==> src/rtl/cb_config_loader_if.sv <==
// Host-side configuration stream and readback bus
// for the connection block configuration loader.
interface cb_config_loader_if #(
    parameter int DW = 16
);
    logic          cfg_valid;
    logic          cfg_ready;
    logic [DW-1:0] cfg_data;
    logic          rb_valid;
    logic [DW-1:0] rb_data;

    modport master (
        output cfg_valid,
        output cfg_data,
        input  cfg_ready,
        input  rb_valid,
        input  rb_data
    );

    modport slave (
        input  cfg_valid,
        input  cfg_data,
        output cfg_ready,
        output rb_valid,
        output rb_data
    );
endinterface

==> src/rtl/cb_config_loader.sv <==
// Serialises host words LSB-first into a connection block
// config chain, issues the set strobe and returns readback.
module cb_config_loader #(
    parameter int DW        = 16,
    parameter int CHAIN_LEN = 40,
    parameter int CNT_W     = 16
) (
    input  logic              clk,
    input  logic              rst,
    cb_config_loader_if.slave bus,
    input  logic              start,
    input  logic              abort,
    output logic              cen,
    output logic              set_in,
    output logic              shift_in,
    input  logic              shift_out,
    output logic              busy,
    output logic              done
);
    localparam int WW = (DW > 1) ? $clog2(DW) : 1;
    localparam logic [CNT_W-1:0] LAST_BIT = CNT_W'(CHAIN_LEN - 1);
    localparam logic [WW-1:0] LAST_IDX = WW'(DW - 1);

    typedef enum logic [2:0] {
        IDLE,
        FETCH,
        SHIFT,
        SET,
        DONE
    } state_t;

    state_t          state;
    logic [DW-1:0]   shreg;
    logic [DW-1:0]   rb_acc;
    logic [DW-1:0]   rb_next;
    logic [CNT_W-1:0] cnt;
    logic [WW-1:0]   widx;
    logic            kill;
    logic            last_bit;
    logic            last_idx;

    // Readback word with the current chain tail bit merged in.
    always_comb begin
        rb_next       = rb_acc;
        rb_next[widx] = shift_out;
    end

    assign kill     = abort && (state == FETCH || state == SHIFT || state == SET);
    assign last_bit = (cnt == LAST_BIT);
    assign last_idx = (widx == LAST_IDX);

    // Load sequencer; all outputs are registered alongside the state.
    always_ff @(posedge clk or posedge rst) begin
        if (rst) begin
            state         <= IDLE;
            shreg         <= '0;
            rb_acc        <= '0;
            cnt           <= '0;
            widx          <= '0;
            cen           <= 1'b0;
            set_in        <= 1'b0;
            shift_in      <= 1'b0;
            busy          <= 1'b0;
            done          <= 1'b0;
            bus.cfg_ready <= 1'b0;
            bus.rb_valid  <= 1'b0;
            bus.rb_data   <= '0;
        end else begin
            bus.rb_valid <= 1'b0;
            if (kill) begin
                // Abort wins over handshake and state advance.
                state         <= IDLE;
                cen           <= 1'b0;
                set_in        <= 1'b0;
                shift_in      <= 1'b0;
                busy          <= 1'b0;
                bus.cfg_ready <= 1'b0;
                rb_acc        <= '0;
            end else begin
                unique case (state)
                    IDLE: begin
                        if (start) begin
                            state         <= FETCH;
                            busy          <= 1'b1;
                            bus.cfg_ready <= 1'b1;
                            cnt           <= '0;
                            widx          <= '0;
                            rb_acc        <= '0;
                        end
                    end
                    FETCH: begin
                        if (bus.cfg_valid) begin
                            state         <= SHIFT;
                            shreg         <= bus.cfg_data;
                            widx          <= '0;
                            bus.cfg_ready <= 1'b0;
                            cen           <= 1'b1;
                            shift_in      <= bus.cfg_data[0];
                        end
                    end
                    SHIFT: begin
                        shreg  <= shreg >> 1;
                        cnt    <= cnt + 1'b1;
                        rb_acc <= rb_next;
                        if (last_bit || last_idx) begin
                            bus.rb_valid <= 1'b1;
                            bus.rb_data  <= rb_next;
                            rb_acc       <= '0;
                        end
                        if (last_bit) begin
                            state    <= SET;
                            set_in   <= 1'b1;
                            shift_in <= 1'b0;
                        end else if (last_idx) begin
                            state         <= FETCH;
                            widx          <= '0;
                            cen           <= 1'b0;
                            shift_in      <= 1'b0;
                            bus.cfg_ready <= 1'b1;
                        end else begin
                            widx     <= widx + 1'b1;
                            shift_in <= shreg[1];
                        end
                    end
                    SET: begin
                        state  <= DONE;
                        cen    <= 1'b0;
                        set_in <= 1'b0;
                        done   <= 1'b1;
                    end
                    DONE: begin
                        state <= IDLE;
                        done  <= 1'b0;
                        busy  <= 1'b0;
                    end
                    default: begin
                        state <= IDLE;
                    end
                endcase
            end
        end
    end
endmodule

==> src/flat_wrapper.sv <==
// flat-port wrapper written by rule: the top's interface ports become plain ports
module cb_config_loader_flat 
#(
    parameter int DW        = 16,
    parameter int CHAIN_LEN = 40,
    parameter int CNT_W     = 16
)
  (clk, rst, start, abort, cen, set_in, shift_in, shift_out, busy, done, bus_cfg_valid, bus_cfg_data, bus_cfg_ready, bus_rb_valid, bus_rb_data);
  cb_config_loader_if #(.DW(DW)) bus_i ();
  input  logic clk;
  input  logic rst;
  input  logic start;
  input  logic abort;
  output logic cen;
  output logic set_in;
  output logic shift_in;
  input  logic shift_out;
  output logic busy;
  output logic done;
  input wire logic [$bits(bus_i.cfg_valid)-1:0] bus_cfg_valid;
  input wire logic [$bits(bus_i.cfg_data)-1:0] bus_cfg_data;
  output wire logic [$bits(bus_i.cfg_ready)-1:0] bus_cfg_ready;
  output wire logic [$bits(bus_i.rb_valid)-1:0] bus_rb_valid;
  output wire logic [$bits(bus_i.rb_data)-1:0] bus_rb_data;
  assign bus_i.cfg_valid = bus_cfg_valid;
  assign bus_i.cfg_data = bus_cfg_data;
  assign bus_cfg_ready = bus_i.cfg_ready;
  assign bus_rb_valid = bus_i.rb_valid;
  assign bus_rb_data = bus_i.rb_data;
  cb_config_loader #(.DW(DW), .CHAIN_LEN(CHAIN_LEN), .CNT_W(CNT_W)) u_core (.clk(clk), .rst(rst), .bus(bus_i), .start(start), .abort(abort), .cen(cen), .set_in(set_in), .shift_in(shift_in), .shift_out(shift_out), .busy(busy), .done(done));
endmodule
==> config.mk <==
export PLATFORM = sky130hd
export DESIGN_NAME = cb_config_loader_flat
export DESIGN_NICKNAME = d
export VERILOG_FILES = /design/src/rtl/cb_config_loader_if.sv /design/src/rtl/cb_config_loader.sv /design/src/flat_wrapper.sv
export SDC_FILE = /design/constraint.sdc
export NUM_CORES = 1
export LEC_CHECK = 0
export CAP_MARGIN = 5
export CELL_PAD_IN_SITES_DETAIL_PLACEMENT = 1
export CELL_PAD_IN_SITES_GLOBAL_PLACEMENT = 2
export CORE_UTILIZATION = 40
export CTS_BUF_LIST = sky130_fd_sc_hd__clkbuf_8
export DETAILED_ROUTE_END_ITERATION = 10
export GPL_TIMING_DRIVEN = 1
export PLACE_DENSITY_LB_ADDON = 0.3
export SLEW_MARGIN = 10
export SYNTH_ARGS = -nofsm -noshare
export SYNTH_HDL_FRONTEND = slang
export SYNTH_SLANG_ARGS = --single-unit
==> constraint.sdc <==
create_clock -name clk -period 4.4 [get_ports clk]
set_input_delay 0.88 -clock clk [delete_from_list [all_inputs] [get_ports clk]]
set_output_delay 0.88 -clock clk [all_outputs]
set_load 0.02 [all_outputs]
Yosys cells after proc, flatten, opt, wreduce, memory -nomap -nowiden
Cells that the tools add are included.
Storage, ports and cells
  input port bits: 22
  register bits after elaboration: 78
  bits in read-only memories: 0
  memories kept: 0
  output and inout port bits: 23
  bits in writable memories: 0
  latch bits: 0
  logic and storage cells: 107
Cells by class
  bitwise logic cells: 1
  reduce and logical (&&, ||, !) cells: 28
  divide/modulo/power cells: 0
  equality and inequality tests: 15
  shift-type cells: 0
  $lt $le $gt $ge: 2
  multiplexer cells: 46
  add/subtract/negate cells: 2
  $mul: 0
Operator list (count)
  16-bit one-hot mux with 2 select lines: 3
  16-bit 2-to-1 mux: 4
  1-bit 2-to-1 mux: 20
  16-bit by 1-bit adder with 16-bit output, second input constant: 1
  16-bit bitwise mux: 1
  16-bit by 6-bit equality test with 1-bit output, second input constant: 1
  4-bit 2-to-1 mux: 4
  3-bit 2-to-1 mux: 5
  3-bit nonzero test: 5
  3-bit one-hot mux with 4 select lines: 1
  4-bit one-hot mux with 3 select lines: 1
  3-bit AND reduction: 4
  2-bit AND reduction: 5
  5-bit AND reduction: 2
  3-bit by 2-bit != test with 1-bit output, second input constant: 3
  1-bit one-hot mux with 2 select lines: 4
  4-bit nonzero test: 2
  3-bit by 2-bit equality test with 1-bit output, second input constant: 2
  2-bit != test, second input constant: 3
  3-bit by 1-bit != test with 1-bit output, second input constant: 2
  1-bit one-hot mux with 3 select lines: 2
  2-bit nonzero test: 3
  4-bit by 5-bit < comparator with 1-bit output, second input constant: 1
  4-bit by 1-bit adder with 4-bit output, second input constant: 1
  11 further kinds: 14

Logic depth before layout (Yosys ltp)
Gate-level depths: netlist of the first run.
  word-level depth: 8
  mapped depth: 7
  depth with buffers taken out: 5

Least setup slack after synthesis of the first run
Ideal clock, no wire load.
  path type: register -> register
  start point: register u_core.cnt[3]
  end point: register u_core.bus.rb_data[0]
  setup time: 0.125 ns
  setup slack: 1.943 ns
  stages on the path, launching flop included: 7
  period minus slack after synthesis: 2.457 ns
  required time: 4.275 ns
  buffers on the path: 2
  arrival time: 2.332 ns
  path through: dfrtp_1 > or4_4 > or4_4 > buf_6 > a21oi_4 > buf_12 > mux2_4
On the way
  word-level cells in the longest chain between the ends: 3
Ends and longest elaborated chain
  from (decl): RTL line cb_config_loader.sv:36  | logic [CNT_W-1:0] cnt;
  from (signal assigned): RTL line cb_config_loader.sv:103  | cnt <= cnt + 1'b1;
  16-bit by 6-bit equality test with 1-bit output: RTL line cb_config_loader.sv:49  | assign last_bit = (cnt == LAST_BIT);
  1-bit logical OR: RTL line cb_config_loader.sv:105  | if (last_bit || last_idx) begin
  3-bit AND reduction (no source line)
  to (signal assigned): RTL line cb_config_loader.sv:107  | bus.rb_data <= rb_next;
  to (decl): RTL line cb_config_loader_if.sv:25  | output rb_data
Every way passes these cells.
A chain may end at the register's enable or synchronous reset.

Final worst setup path of the first run
  start point: register u_core.state[1]
  end point: register u_core.rb_acc[5]
On the way
  word-level cells in the longest chain between the ends: 6
  elaborated cells on any way between the ends: 12
  those cells by class: eq/ne (4); mux (2); reduce/logical (6)
Ends and longest elaborated chain
  from (decl): RTL line cb_config_loader.sv:32  | state_t state;
  from (signal assigned): RTL line cb_config_loader.sv:55  | state <= IDLE;
  from (signal assigned): RTL line cb_config_loader.sv:72  | state <= IDLE;
  from (signal assigned): RTL line cb_config_loader.sv:83  | state <= FETCH;
  3-bit by 1-bit equality test with 1-bit output / 3-bit by 2-bit equality test with 1-bit output (equally long branches): RTL line cb_config_loader.sv:48, cb_config_loader.sv:80
  1-bit logical OR (2 in a row): RTL line cb_config_loader.sv:48  | assign kill = abort && (state == FETCH || state == SHIFT || state == SET);
  1-bit logical AND: RTL line cb_config_loader.sv:48
  3-bit by 2-bit != test with 1-bit output (no source line) / 3-bit nonzero test (equally long branches)
  2-bit AND reduction (no source line)
  to (signal assigned): RTL line cb_config_loader.sv:104  | rb_acc <= rb_next;
  to (decl): RTL line cb_config_loader.sv:34  | logic [DW-1:0] rb_acc;
Parallel ways exist; a longest one is shown, timed or not.

==> results.toml, run 1 <==
[status]
outcome = "finished, final reports clean"

[timing]
skew_ns = 0.00595
setup_tns_ns = 0
fmax_mhz = 330
slew_headroom_pct = 26.3
finalHoldViolations = 0
min_period_ns = 3.03
whs_ns = 0.516
finalSetupViolCount = 0
grt_setup_unrepaired = "no"
slew_viol_final = 0
worstMarginPinSlew_ns = 1.10
finalCritPeriodShare_pct = 68.8

[finish]
final_nets = 483
final_common_cell = "dfrtp_1"
n_antenna_cell = 0
final_cell_mix = "dfrtp_1 (77), nand2_1 (61), clkdlybuf4s50_1 (44), inv_1 (25), nor2_1 (25)"
drive_gt1_share_pct = 14.6
num-fill-cells = 1115
syn_to_final_growth_pct = 16.9

[synthesis]
yosysWarnings = 0
ys_seq_elements = 77
synth_cell_types = 51
synth_edf_count = 0
postSynth.asyncResetShare_pct = 100
ys_seq_area_share_pct = 47.1
syn_area_per_cell_um2 = 9.73
synth_cells = 421
syn_nets = 448
syn_area_um2 = 4100
ys.flop_type = "dfrtp_1"

[global_route]
grt_max_degree = 78
grt_overflow = 0
antenna_found_initial = 0
grt_pass1_wl_um = 17500
grt_pass1_vias = 3446
track_usage_pct = 21.5

[pwr]
swShare_pct = 37.2
clockPowerShare_pct = 21.0
powerDensity_nw_per_um2 = 444
switching_power_uw = 791
combPwrFrac_pct = 35.5
power_frac_seq_pct = 43.5
peakVddDrop_v = 0.000208
p_int_uw = 1330
p_leak_uw = 0.00209

[floorplanning]
fp.dieH_um = 103
fp-row-count = 36
die_width_um = 103
core_area_um2 = 9860
io_pins = 45
die_area_um2 = 10600
start_util_pct = 41.5

[critical_path]
worst-path-buf-inv = 1
cp.depth = 5
end_kind = "flip-flop"
critPathKind = "flip-flop to flip-flop"
cp_slowest_cell = "or3b_2"
cp_top_family = "simple AND/OR/NAND/NOR gates"
cp_data_arrival_time_ns = 3.28
worst_ep_required_time_ns = 4.65
worstRegToRegCells = 5
cp_max_fo = 23
crit_chain = "or3b_2 > nor2_1 > buf_4 > nand4_1 > o22ai_1"
crit_path_max_incr_delay_ns = 0.75
startpoint_type = "flip-flop"

[clocking]
clk_latency_ns = 0.35
cts_tree = "yes"
hold_buffers = 0
numCtsBuffers = 9
clk_path_buf_depth = 2
path_clk_slew_ns = 0.08
htree_levels = 3
root_buffer = "clkbuf_8"
cts_resized = 0
post-cts-setup-buffers = 0
cts_num_sinks = 77

[drt]
avgViaCountPerCell = 5.62
ant_nets = 0
dr.pass1.iters = 4
wl_per_cell_um = 17.0
via_count = 3326
drt_iter0_drc = 134
drcViolationCount = 0
wl_um = 10100

[min_path]
hold_depth = 1
hold_class = "flip-flop to flip-flop"

[place]
globalplace.congestion = 0.836
portBuffers = 44
dp_hpwl_um = 6600

[run]
drv_cap = 0
-- synthesized netlist by cell type (2+ instances only) --
master	number	area (um2)
a41oi_1	15	131
nand4_1	7	43.8
o21ai_0	14	70.1
ha_1	5	62.6
clkbuf_1	25	93.8
a2111oi_0	2	17.5
o211ai_1	2	15.0
or4_4	2	22.5
xnor2_1	2	17.5
nand2b_1	4	25.0
nor2_1	25	93.8
a211oi_1	4	30.0
a22o_1	3	26.3
nor4_1	2	12.5
a21oi_1	12	60.1
nand2_1	61	229
inv_1	23	86.3
o31ai_1	4	30.0
dfrtp_1	77	1930
a21o_1	3	22.5
or3_1	2	12.5
mux2_2	22	248
or4_1	4	30.0
mux2_4	9	135
nand3_1	14	70.1
and4_1	2	17.5
and3_1	3	18.8
o22ai_1	15	93.8
a31oi_1	16	100
or2_2	9	56.3
nand3b_1	2	15.0
mux2i_1	8	80.1
nor2b_1	4	25.0
and2_1	2	12.5
-- flip-flops by register name, summed over array words and instances, names as in the netlist --
register	cells
u_core.cen	1
u_core.cnt	16
u_core.shift_in	1
u_core.set_in	1
u_core.shreg	15
u_core.state	3
u_core.widx	4
u_core.rb_acc	16
u_core.busy	1
u_core.done	1
u_core.bus.cfg_ready	1
u_core.bus.rb_data	16
u_core.bus.rb_valid	1
-- metrics by stage --
stage               power, uW  util, %  setup WS [ns]  std cells  instance area [um2]
finish                   2130     48.5           1.37        592                 4790
global route             2280     48.5           1.14        592                 4790
CTS                      2150     48.5           1.37        592                 4790
detailed placement       1700     47.0           1.17        578                 4640
global placement         1680     47.0           1.22        578                 4640
floorplan                1460        -           1.55        421                 4100
-- logic make-up (layout without fill, tap and decap cells) --
| kind of cell | Yosys count | in the layout | synth area share (%) |
|---|---|---|---|
| DFF | 77 | 77 | 47.1 |
| xor gates and xnor gates | 2 | 2 | 0.428 |
| adders and majority gates | 5 | 5 | 1.53 |
| buffers and inverters | 51 | 89 | 5.29 |
| muxes | 39 | 39 | 11.3 |
| and+or+nand+nor | 147 | 147 | 17.4 |
| AOI/OAI and AO/OA | 100 | 100 | 17.0 |
-- final cells by class --
class | instances | area, um2 | share of cell area, %
clock buffer | 9 | 124 | 2.59
clock inverter | 5 | 23.8 | 0.496
inverter | 23 | 86.3 | 1.80
multi-input combinational | 293 | 1960 | 40.9
sequential | 77 | 1930 | 40.2
tap | 133 | 166 | 3.48
timing repair buffer | 52 | 500 | 10.5
-- power groups by stage --
stage	clock network [uW]	registers (uW)	logic [uW]
floorplan	0	905	559
global placement	0	933	745
detailed placement	0	937	759
CTS	466	923	762
global route	485	944	852
finish	447	925	754
-- layer usage --
metal	share of wire (%)	GRT usage, %
met1	49	29.7
met2	46	33.3
met3	3.0	3.43
met4	2.1	9.64
met5	0	0
-- path summary, 6_finish.rpt --
| kind | from | to | slack [ns] |
|---|---|---|---|
| max in group asynchronous | rst | u_core.bus.rb_data[2]$_DFFE_PP0P_ | 2.58 |
| worst max register to register | u_core.state[1]$_DFFE_PP0P_ | u_core.rb_acc[5]$_DFFE_PP0P_ | 1.37 |
| min in group asynchronous | rst | u_core.bus.rb_data[9]$_DFFE_PP0P_ | 1.15 |
| worst min-delay path | u_core.bus.rb_data[13]$_DFFE_PP0P_ | u_core.bus.rb_data[13]$_DFFE_PP0P_ | 0.52 |
| worst min register to register | u_core.bus.rb_data[13]$_DFFE_PP0P_ | u_core.bus.rb_data[13]$_DFFE_PP0P_ | 0.52 |
| worst max-delay path | u_core.state[1]$_DFFE_PP0P_ | u_core.rb_acc[5]$_DFFE_PP0P_ | 1.37 |
No activity file was read; power rests on OpenSTA's default activity.
==> run 2: changes to the inputs <==
Settings changed: CORE_UTILIZATION 40 to 34.
Clock period 4.4 ns to 2.55 ns, I/O delays scaled along.
==> results.toml, run 2 (synthesis gave the netlist of run 1 again) <==
[timing]
grt_setup_unrepaired = "no"
setup_tns_ns = 0
fmax_mhz = 414
min_period_ns = 2.41
slew_headroom_pct = 59.3
finalSetupViolCount = 0
finalHoldViolations = 0
worstMarginPinSlew_ns = 0.609
finalCritPeriodShare_pct = 94.7
skew_ns = 0.0110
slew_viol_final = 0

[pwr]
power_uw = 3860
peakVddDrop_v = 0.000416
powerDensity_nw_per_um2 = 771
power_frac_seq_pct = 39.7
clockPowerShare_pct = 22.7
swShare_pct = 37.2
combPwrFrac_pct = 37.6
p_leak_uw = 0.00220
switching_power_uw = 1440
p_int_uw = 2430

[critical_path]
crit_path_max_incr_delay_ns = 0.58
cp_slowest_cell = "or4_4"
r2r_slack_ns = 0.14
r2r_end = "u_core.bus.rb_data[4]$_DFFE_PP0P_"
worst_ep_required_time_ns = 2.81
critPathKind = "flip-flop to flip-flop"
worstRegToRegCells = 5
startpoint = "u_core.cnt[3]$_DFFE_PP0P_"
worst_path_most_repeated_cell = "or4_4"
crit_chain = "or4_4 > or4_4 > a21oi_4 > buf_12 > mux2_2"
r2r-start = "u_core.cnt[3]$_DFFE_PP0P_"
end_kind = "flip-flop"
startpoint_type = "flip-flop"
cp_data_arrival_time_ns = 2.68
cp_max_fo = 17

[clocking]
cts_resized = 0
path_clk_slew_ns = 0.09
post-cts-setup-buffers = 0
clk_path_buf_depth = 2
hold_buffers = 0
cts_num_sinks = 77
root_buffer = "clkbuf_8"
numCtsBuffers = 9
cts_tree = "yes"
htree_levels = 3
clk_latency_ns = 0.38

[finish]
final_nets = 500
drive_gt1_share_pct = 18.2
n_antenna_cell = 0
final_cell_mix = "dfrtp_1 (77), nand2_1 (61), clkdlybuf4s50_1 (44), nor2_1 (25), inv_1 (24)"
final_common_cell = "dfrtp_1"
syn_to_final_growth_pct = 22.3
reg_top3 = "u_core.bus.rb_data x16, u_core.cnt x16, u_core.rb_acc x16"
num-fill-cells = 1331

[global_route]
antenna_found_initial = 0
grt_pass1_vias = 3579
track_usage_pct = 18.8
grt_max_degree = 49
grt_pass1_wl_um = 18500
grt_overflow = 0

[status]
failed_checks = "DRC"
outcome = "complete, but fails checks"

[floorplanning]
start_util_pct = 35.4
die_area_um2 = 12500
fp-row-count = 39
fp.dieH_um = 112
io_pins = 45
die_width_um = 112
core_area_um2 = 11600

[drt]
dr.pass1.iters = 7
drt_iter0_drc = 169
highest_layer = "met4"
ant_nets = 0
drcViolationCount = 2
met3WireLength_um = 331
met1_length_um = 5210
wl_um = 10800
wl_per_cell_um = 17.5
wl_met2_um = 5110
avgViaCountPerCell = 5.46
via_count = 3388

[place]
portBuffers = 44
dp_hpwl_um = 7380
globalplace.congestion = 0.746

[min_path]
hold_class = "input port to async pin"

[run]
drv_cap = 0
==> run 2: changes by cell type in the layout (fill, tap and decap cells not counted), sizes merged <==
cell / before / now
clkinvlp: 1 / 2
buf: 8 / 25
inv: 26 / 25
clkbuf: 9 / 11
==> run 2: final cells by class <==
| class | instances | area, um2 | share of cell area [%] |
|---|---|---|---|
| sequential | 77 | 1930 | 38.5 |
| clock inverter | 5 | 27.5 | 0.549 |
| multi-input combinational | 293 | 1960 | 39.1 |
| timing repair buffer | 69 | 678 | 13.5 |
| inverter | 23 | 86.3 | 1.72 |
| clock buffer | 11 | 151 | 3.02 |
| tap | 143 | 179 | 3.57 |
==> run 2: metrics by stage <==
step	worst slack, ns	hold slack [ns]	cell area, um2	util (%)	std cells
after floorplan	0.0733	0.480	4100	-	421
after global placement	0.203	0.490	4830	41.8	605
after detailed placement	0.141	0.496	4830	41.8	605
after CTS	0.126	0.494	5010	43.3	621
after global routing	0.0712	0.524	5010	43.3	621
final	0.135	0.497	5010	43.3	621
==> run 2: worst max-delay path by stage <==
stage	end	slack, ns	depth (start not counted)
2_1_floorplan	u_core.bus.cfg_ready$_DFFE_PP0P_	0.07	1
3_3_place_gp	u_core.bus.rb_data[15]$_DFFE_PP0P_	0.20	5
3_5_place_dp	u_core.cnt[6]$_DFFE_PP0P_	0.14	5
4_1_cts	u_core.bus.rb_data[4]$_DFFE_PP0P_	0.13	5
5_1_grt	u_core.rb_acc[0]$_DFFE_PP0P_	0.07	6
6_report	u_core.bus.rb_data[4]$_DFFE_PP0P_	0.14	5
==> run 2: routing by layer <==
layer / track usage [%] / up-vias
met2: 29.6 / 49
met5: 0 / -
met4: 7.84 / 0
met3: 3.43 / 13
met1: 25.3 / 1701
li1: - / 1625
==> run 2: power by group through the flow <==
stage                     Clock (uW)  Sequential, uW  Combinational [uW]
after floorplan                    0            1560                 964
after global placement             0            1550                1420
after detailed placement           0            1560                1460
after CTS                        906            1530                1470
after global routing             955            1560                1620
final                            878            1530                1450
==> run 2: worst max-delay path: cells and delay by family (launching register included) <==
kind                   cells  cell delay (ns)
AOI/OAI and AO/OA          1             0.19
DFF                        1             0.43
muxes                      1             0.35
buffers and inverters      1             0.18
and+or+nand+nor            2             1.14
==> run 3: changes to the inputs <==
Settings changed: CELL_PAD_IN_SITES_DETAIL_PLACEMENT 1 to 0, CELL_PAD_IN_SITES_GLOBAL_PLACEMENT 2 to 1, CORE_UTILIZATION 34 to 49.
Clock period 2.55 ns to 2.9 ns, I/O delays scaled along.
==> results.toml, run 3 (synthesis gave the netlist of run 1 again) <==
[status]
outcome = "finished, final reports clean"

[clocking]
cts_resized = 0
post-cts-setup-buffers = 0
htree_levels = 3
root_buffer = "clkbuf_8"
clk_path_buf_depth = 2
numCtsBuffers = 9
clk_latency_ns = 0.35
cts_tree = "yes"
path_clk_slew_ns = 0.08
cts_num_sinks = 77
hold_buffers = 0

[timing]
setup_tns_ns = 0
finalSetupViolCount = 0
slew_headroom_pct = 60.8
fmax_mhz = 414
finalCritPeriodShare_pct = 83.4
setup_ws_ns = 0.482
skew_ns = 0.00933
slew_viol_final = 0
finalHoldViolations = 0
worstMarginPinSlew_ns = 0.587
min_period_ns = 2.42
grt_setup_unrepaired = "no"

[drt]
via_count = 3329
wl_per_cell_um = 15.4
wl_um = 8820
met1_length_um = 4240
met3WireLength_um = 380
dr.pass1.iters = 5
avgViaCountPerCell = 5.83
ant_nets = 0
highest_layer = "met4"
drcViolationCount = 0
drt_iter0_drc = 291
wl_met2_um = 4070

[global_route]
antenna_found_initial = 0
grt_max_degree = 43
track_usage_pct = 21.9
grt_overflow = 0
grt_pass1_vias = 3114
grt_pass1_wl_um = 15000

[critical_path]
r2r-start = "u_core.cnt[3]$_DFFE_PP0P_"
cp_slowest_cell = "or4_4"
crit_path_max_incr_delay_ns = 0.59
end_kind = "flip-flop"
critPathKind = "flip-flop to flip-flop"
worstRegToRegCells = 6
crit_chain = "or4_4 > or4_4 > buf_4 > nand4_1 > buf_4 > o22ai_1"
worst_ep_required_time_ns = 3.12
startpoint_type = "flip-flop"
r2r_end = "u_core.rb_acc[7]$_DFFE_PP0P_"
cp_max_fo = 25
cp_data_arrival_time_ns = 2.64
r2r_slack_ns = 0.48

[floorplanning]
io_pins = 45
fp.dieH_um = 93.4
start_util_pct = 51.9
die_area_um2 = 8730
fp-row-count = 32
die_width_um = 93.4
core_area_um2 = 7890

[place]
dp_hpwl_um = 6020
place_area_um2 = 4690
post-place-ws_ns = 0.336
globalplace.congestion = 0.827
portBuffers = 44

[pwr]
power_uw = 3340
p_leak_uw = 0.00216
powerDensity_nw_per_um2 = 684
peakVddDrop_v = 0.000357

[min_path]
hold_depth = 1
hold_end = "u_core.shift_in$_DFFE_PP0P_"
hold_class = "flip-flop to flip-flop"
hp-start = "u_core.shift_in$_DFFE_PP0P_"

[finish]
syn_to_final_growth_pct = 19.2
n_antenna_cell = 0
final_nets = 491
final_cell_mix = "dfrtp_1 (77), nand2_1 (61), clkdlybuf4s50_1 (44), nor2_1 (25), inv_1 (24)"
reg_top3 = "u_core.bus.rb_data x16, u_core.cnt x16, u_core.rb_acc x16"
final_common_cell = "dfrtp_1"
num-fill-cells = 676
fin_area_um2 = 4880
drive_gt1_share_pct = 16.6

[run]
drv_cap = 0
run 3: routing by layer:
metal,vias to the layer above,global-route usage [%]
met1,1607,30.8
met4,0,8.33
met5,-,0
met2,95,34.3
met3,11,3.25
li1,1616,-
run 3: per-stage QoR:
stage,hold WS [ns],utilization (%),std cells
floorplan,0.480,-,421
global placement,0.489,59.4,555
detailed placement,0.495,59.4,555
CTS,0.515,61.9,571
global route,0.530,61.9,571
finish,0.510,61.9,571
run 3: worst max path at each step:
| stage | slack (ns) | cells past startpoint | startpoint | endpoint |
|---|---|---|---|---|
| 2_1_floorplan | 0.35 | 1 | rst | u_core.bus.cfg_ready$_DFFE_PP0P_ |
| 3_3_place_gp | 0.37 | 5 | abort | u_core.cnt[5]$_DFFE_PP0P_ |
| 3_5_place_dp | 0.34 | 6 | abort | u_core.bus.rb_data[5]$_DFFE_PP0P_ |
| 4_1_cts | 0.49 | 6 | u_core.cnt[3]$_DFFE_PP0P_ | u_core.rb_acc[7]$_DFFE_PP0P_ |
| 5_1_grt | 0.41 | 6 | u_core.cnt[3]$_DFFE_PP0P_ | u_core.rb_acc[7]$_DFFE_PP0P_ |
| 6_report | 0.48 | 6 | u_core.cnt[3]$_DFFE_PP0P_ | u_core.rb_acc[7]$_DFFE_PP0P_ |
run 3: power by group:
group	switching [uW]	internal, uW	leakage (uW)
logic	654	509	0.00103
registers	133	1240	0.00102
clock network	387	412	0.000105
total	1170	2160	0.00216
run 3: critical path: cells and delay by family (launching register included):
family | cells | cell delay [ns]
AO/OA/AOI/OAI | 1 | 0.13
buffers and inverters | 2 | 0.48
flip-flops | 1 | 0.43
AND/OR/NAND/NOR | 3 | 1.25
run 3: area by class of cell:
| class | instances | area [um2] | area share (%) |
|---|---|---|---|
| Clock inverter | 6 | 55.1 | 1.13 |
| Timing Repair Buffer | 60 | 586 | 12.0 |
| Clock buffer | 10 | 138 | 2.82 |
| Inverter | 23 | 86.3 | 1.77 |
| Tap cell | 102 | 128 | 2.62 |
| Multi-Input combinational cell | 293 | 1960 | 40.2 |
| Sequential cell | 77 | 1930 | 39.5 |
